===== src/rtl/pc_hazard_ctrl.sv =====
// PC / hazard control for the pipelined datapath: load-use stalls, EX-stage redirects, reset and halt sequencing.
// Optional target alignment checking is enabled by defining PC_ALIGN_CHECK_EN.
module pc_hazard_ctrl #(
  parameter int unsigned     XLEN     = 64,
  parameter logic [XLEN-1:0] RESET_PC = '0,
  parameter int unsigned     CNT_W    = 32
) (
  input  logic             Clk,
  input  logic             Reset,
  input  logic [4:0]       ID_Rs1,
  input  logic [4:0]       ID_Rs2,
  input  logic             ID_UsesRs1,
  input  logic             ID_UsesRs2,
  input  logic             ID_IsHalt,
  input  logic [4:0]       EX_Rd,
  input  logic             EX_MemRead,
  input  logic             EX_BranchTaken,
  input  logic [XLEN-1:0]  EX_BranchTarget,
  output logic             PCWrite,
  output logic             Jump,
  output logic [XLEN-1:0]  NewPC,
  output logic             IFIDWrite,
  output logic             IFIDFlush,
  output logic             IDEXFlush,
  output logic             Halted,
  output logic             Fault,
  output logic [CNT_W-1:0] StallCount,
  output logic [CNT_W-1:0] FlushCount
);

  typedef enum logic [1:0] {
    ST_INIT = 2'd0,
    ST_RUN  = 2'd1,
    ST_HALT = 2'd2
  } state_t;

  localparam logic [CNT_W-1:0] CNT_MAX = '1;

  state_t           state;
  state_t           state_next;
  logic [CNT_W-1:0] stall_cnt;
  logic [CNT_W-1:0] flush_cnt;
  logic             fault_q;
  logic             load_use;
  logic             misalign;
  logic             stall_evt;
  logic             flush_evt;
  logic             fault_evt;

  // Load in EX feeding a register the ID instruction actually reads; x0 is never a real dependency.
  assign load_use = EX_MemRead && (EX_Rd != 5'd0) &&
                    ((ID_UsesRs1 && (ID_Rs1 == EX_Rd)) ||
                     (ID_UsesRs2 && (ID_Rs2 == EX_Rd)));

`ifdef PC_ALIGN_CHECK_EN
  assign misalign = (EX_BranchTarget[1:0] != 2'b00);
`else
  assign misalign = 1'b0;
`endif

  always_ff @(posedge Clk) begin
    if (Reset) begin
      state <= ST_INIT;
    end else begin
      state <= state_next;
    end
  end

  // Next state and combinational pipeline control.
  always_comb begin
    state_next = state;
    PCWrite    = 1'b0;
    Jump       = 1'b0;
    NewPC      = RESET_PC;
    IFIDWrite  = 1'b0;
    IFIDFlush  = 1'b0;
    IDEXFlush  = 1'b0;
    Halted     = 1'b0;
    stall_evt  = 1'b0;
    flush_evt  = 1'b0;
    fault_evt  = 1'b0;

    if (Reset) begin
      IFIDFlush  = 1'b1;
      IDEXFlush  = 1'b1;
      state_next = ST_INIT;
    end else begin
      unique case (state)
        ST_INIT: begin
          PCWrite    = 1'b1;
          Jump       = 1'b1;
          IFIDFlush  = 1'b1;
          IDEXFlush  = 1'b1;
          state_next = ST_RUN;
        end

        ST_RUN: begin
          if (EX_BranchTaken) begin
            // The ID instruction is squashed, so its halt or hazard does not matter.
            IFIDFlush = 1'b1;
            IDEXFlush = 1'b1;
            if (misalign) begin
              fault_evt  = 1'b1;
              state_next = ST_HALT;
            end else begin
              PCWrite   = 1'b1;
              Jump      = 1'b1;
              NewPC     = EX_BranchTarget;
              IFIDWrite = 1'b1;
              flush_evt = 1'b1;
            end
          end else if (ID_IsHalt) begin
            state_next = ST_HALT;
          end else if (load_use) begin
            IDEXFlush = 1'b1;
            stall_evt = 1'b1;
          end else begin
            PCWrite   = 1'b1;
            IFIDWrite = 1'b1;
          end
        end

        ST_HALT: begin
          IDEXFlush = 1'b1;
          Halted    = 1'b1;
        end

        default: begin
          state_next = ST_INIT;
        end
      endcase
    end
  end

  // Saturating performance counters.
  always_ff @(posedge Clk) begin
    if (Reset) begin
      stall_cnt <= '0;
      flush_cnt <= '0;
    end else begin
      if (stall_evt && (stall_cnt != CNT_MAX)) begin
        stall_cnt <= stall_cnt + CNT_W'(1);
      end
      if (flush_evt && (flush_cnt != CNT_MAX)) begin
        flush_cnt <= flush_cnt + CNT_W'(1);
      end
    end
  end

  always_ff @(posedge Clk) begin
    if (Reset) begin
      fault_q <= 1'b0;
    end else if (fault_evt) begin
      fault_q <= 1'b1;
    end
  end

  assign Fault      = fault_q;
  assign StallCount = stall_cnt;
  assign FlushCount = flush_cnt;

endmodule


===== config.mk =====
export PLATFORM = sky130hd
export DESIGN_NAME = pc_hazard_ctrl
export DESIGN_NICKNAME = d
export VERILOG_FILES = /design/src/rtl/pc_hazard_ctrl.sv
export SDC_FILE = /design/constraint.sdc
export NUM_CORES = 1
export LEC_CHECK = 0
export ABC_CLOCK_PERIOD_IN_PS = 2800
export BUFFER_PORTS_ARGS = -buffer_cell sky130_fd_sc_hd__buf_2
export CAP_MARGIN = 20
export CORE_MARGIN = 2
export CORE_UTILIZATION = 44
export DETAILED_ROUTE_END_ITERATION = 12
export GPL_ROUTABILITY_DRIVEN = 0
export PLACE_DENSITY = 0.85
export SLEW_MARGIN = 20
export SYNTH_ARGS = -nofsm -noshare
export SYNTH_HDL_FRONTEND = slang
export SYNTH_SLANG_ARGS = --single-unit

===== constraint.sdc =====
create_clock -name Clk -period 2.8 [get_ports Clk]
set_input_delay 0.28 -clock Clk [delete_from_list [all_inputs] [get_ports Clk]]
set_output_delay 0.28 -clock Clk [all_outputs]
set_load 0.01 [all_outputs]

==> metrics <==
status completed; # IOs 221; commonest cells after routing, fill and taps aside buf_2, and2_1, dfxtp_1; Seq/Total Area, Yosys 34.82%; clk root buf clkbuf_8; Least-Margin Pin Slew 0.9613 ns; DIE AREA 9384 um2; synthesized flop and latch total 66; cell count after synthesis 480; RSZ-0062 raised after global routing false; cts bufs inserted 9; max-slew violations 0; WHS 0.2010 ns; clock buffer depth 2; Fin Setup TNS 0 ns; Layout Nets 778; Leak 2.432 nW; Initial DRT Pass Iterations 4; Async S/R FF share, synth 0%; CTS clk-pin slew, worst paths 0.07 ns; Site Rows 33; final worst path period need 2.616 ns; ys flop type dfxtp_1; ANT nets after route 0; Worst setup SP type flop; R2R Setup Slk 0.18 ns; critical-path cell list ha_1 -> nand4_1 -> nor4_1 -> nand4bb_1 -> or4_1 -> a21oi_1; Clock Latency Late Sink 0.35 ns; CTS resizes 0; Ys Warns 0; first-pass GRT wire length 21730 um; final WL 14040 um; wire per inst 17.53 um; area grow syn2layout 37.19%; commonest non-fill, non-tap cell in the layout buf_2; GR Util All Layers 29.07%; top post-synthesis cells by area dfxtp_1, and2_1, xor2_1; via count 4370; Die Height 96.87 um; Pwr Density 398.7 nW/um2; crit-path max cell delay 0.59 ns; fin crit share 93.43%; crit path from StallCount[0]$_SDFFE_PP0P_; port buffer count 219; Critical Path End Type flop; Post-synth EDFFs 0; share of cells above drive strength 1 35.25%; Max-cap violations 0; Post-CTS Hold Buffers 0; critical path class flop to flop; WP data required 3.07 ns; Hold Path Depth 2; Setup Fix Bufs, Post-CTS 0; r2r startpoint StallCount[0]$_SDFFE_PP0P_; RR Endpoint StallCount[28]$_SDFFE_PP0P_; HPWL after DPL 11300 um; Initial Utilization 45.73%; initial antenna violation count 1; CTS tree done; Yosys top cell area share 34.82%; Yosys top cell by area dfxtp_1; peak supply drop 0.2729 mV; setup violators final 0; Die W 96.87 um; Core Region 8299 um2; Fin. Hold Viols 0; drt via density 5.456; Initial DRC Count 257; CP endpoint StallCount[28]$_SDFFE_PP0P_; total clock sinks 66; Post-Syn Area 3795 um2; vias in the first global route 4100; Critical Path Fanout Max 15; Residual DRC 0; Cell variety after synth 44; CP max stage cell nand4bb_1; fmax 0.3822 GHz; Arrival @ worst endpoint 2.89 ns; H-Tree Depth 3; Overall Power 2.076 mW; Slew Limit Headroom 35.62%; Post-Syn Area per Cell 7.906 um2; clk_skew 0.01061 ns; worst hold path type input port to flop; Synthesized Nets 568; largest net degree at the start of global routing 66; total gr overflow 0; R2R depth 6
power by group:
group          leakage [nW]  internal, mW  switching [mW]
clock                 0.117         0.550           0.368
combinational          1.78         0.100           0.111
sequential            0.532         0.941         0.00504
how the worst min path moves through the flow:
stage	from	to	slack (ns)
after floorplan	ID_IsHalt	state[0]$_SDFFE_PP0P_	0.38
after global placement	StallCount[31]$_SDFFE_PP0P_	StallCount[31]$_SDFFE_PP0P_	0.48
after detailed placement	StallCount[31]$_SDFFE_PP0P_	StallCount[31]$_SDFFE_PP0P_	0.49
after CTS	ID_IsHalt	state[0]$_SDFFE_PP0P_	0.18
after global routing	ID_IsHalt	state[0]$_SDFFE_PP0P_	0.20
final	ID_IsHalt	state[0]$_SDFFE_PP0P_	0.20
state kept, by name (all words and copies together) (netlist names):
signal	count
StallCount	32
FlushCount	32
state	2
Yosys cell counts (3+ instances only):
| library cell | count |
|---|---|
| nor2b_1 | 4 |
| inv_1 | 8 |
| or4_1 | 13 |
| nand2_1 | 29 |
| buf_2 | 3 |
| o211ai_1 | 3 |
| a21oi_1 | 28 |
| nand3_1 | 21 |
| o21ai_0 | 7 |
| nand4_1 | 25 |
| or3_1 | 16 |
| nor2_1 | 49 |
| xor2_1 | 25 |
| o21ai_1 | 11 |
| clkbuf_1 | 19 |
| dfxtp_1 | 66 |
| and2_1 | 71 |
| o31ai_1 | 11 |
| nor3_1 | 6 |
| and4_1 | 6 |
| xnor2_1 | 18 |
| or2_1 | 3 |
| and3_1 | 9 |
cell families (layout without fill, tap and decap cells):
logic type | after synthesis | in the layout | synth area share [%]
AOI/OAI and AO/OA | 67 | 67 | 10.32
xor gates and xnor gates | 43 | 43 | 9.924
adders and majority gates | 2 | 2 | 0.6593
buffers and inverters | 33 | 248 | 3.758
DFF | 66 | 66 | 34.82
muxes | 3 | 3 | 0.8572
other | 1 | 2 | 0.09882
and+or+nand+nor | 265 | 265 | 39.56
metrics by stage:
stage	setup WS (ns)	instances	instance area, um2	utilization (%)
floorplan	0.7810	480	3795	-
global placement	0.5063	784	4975	59.94
detailed placement	0.2673	784	4975	59.94
CTS	0.2364	800	5204	62.70
global route	0.0007054	801	5206	62.73
finish	0.1839	801	5206	62.73
worst max-delay path: cells and delay by family, from the launching register on:
family / cells / cell delay (ns)
and+or+nand+nor: 4 / 1.72
adders and majority gates: 1 / 0.25
DFF: 1 / 0.41
AOI/OAI and AO/OA: 1 / 0.16
layout make-up:
cell class                      count  area (um2)
Clock inverter                      4       73.82
Antenna cell                        1       2.502
Fill cell                         742        3093
Tap cell                          105       131.4
Sequential cell                    66        1321
Timing Repair Buffer              224        1146
Clock buffer                       12       155.1
Inverter                            8       30.03
Multi-Input combinational cell    381        2346
metal layers:
layer	GRT usage [%]	wire, um	vias up
li1	-	-	2100
met1	35.08	5763	2060
met2	49.52	6844	187
met3	8.526	1128	23
met4	9.534	306	0
met5	0	0	-
No activity file was read; power rests on OpenSTA's default activity.
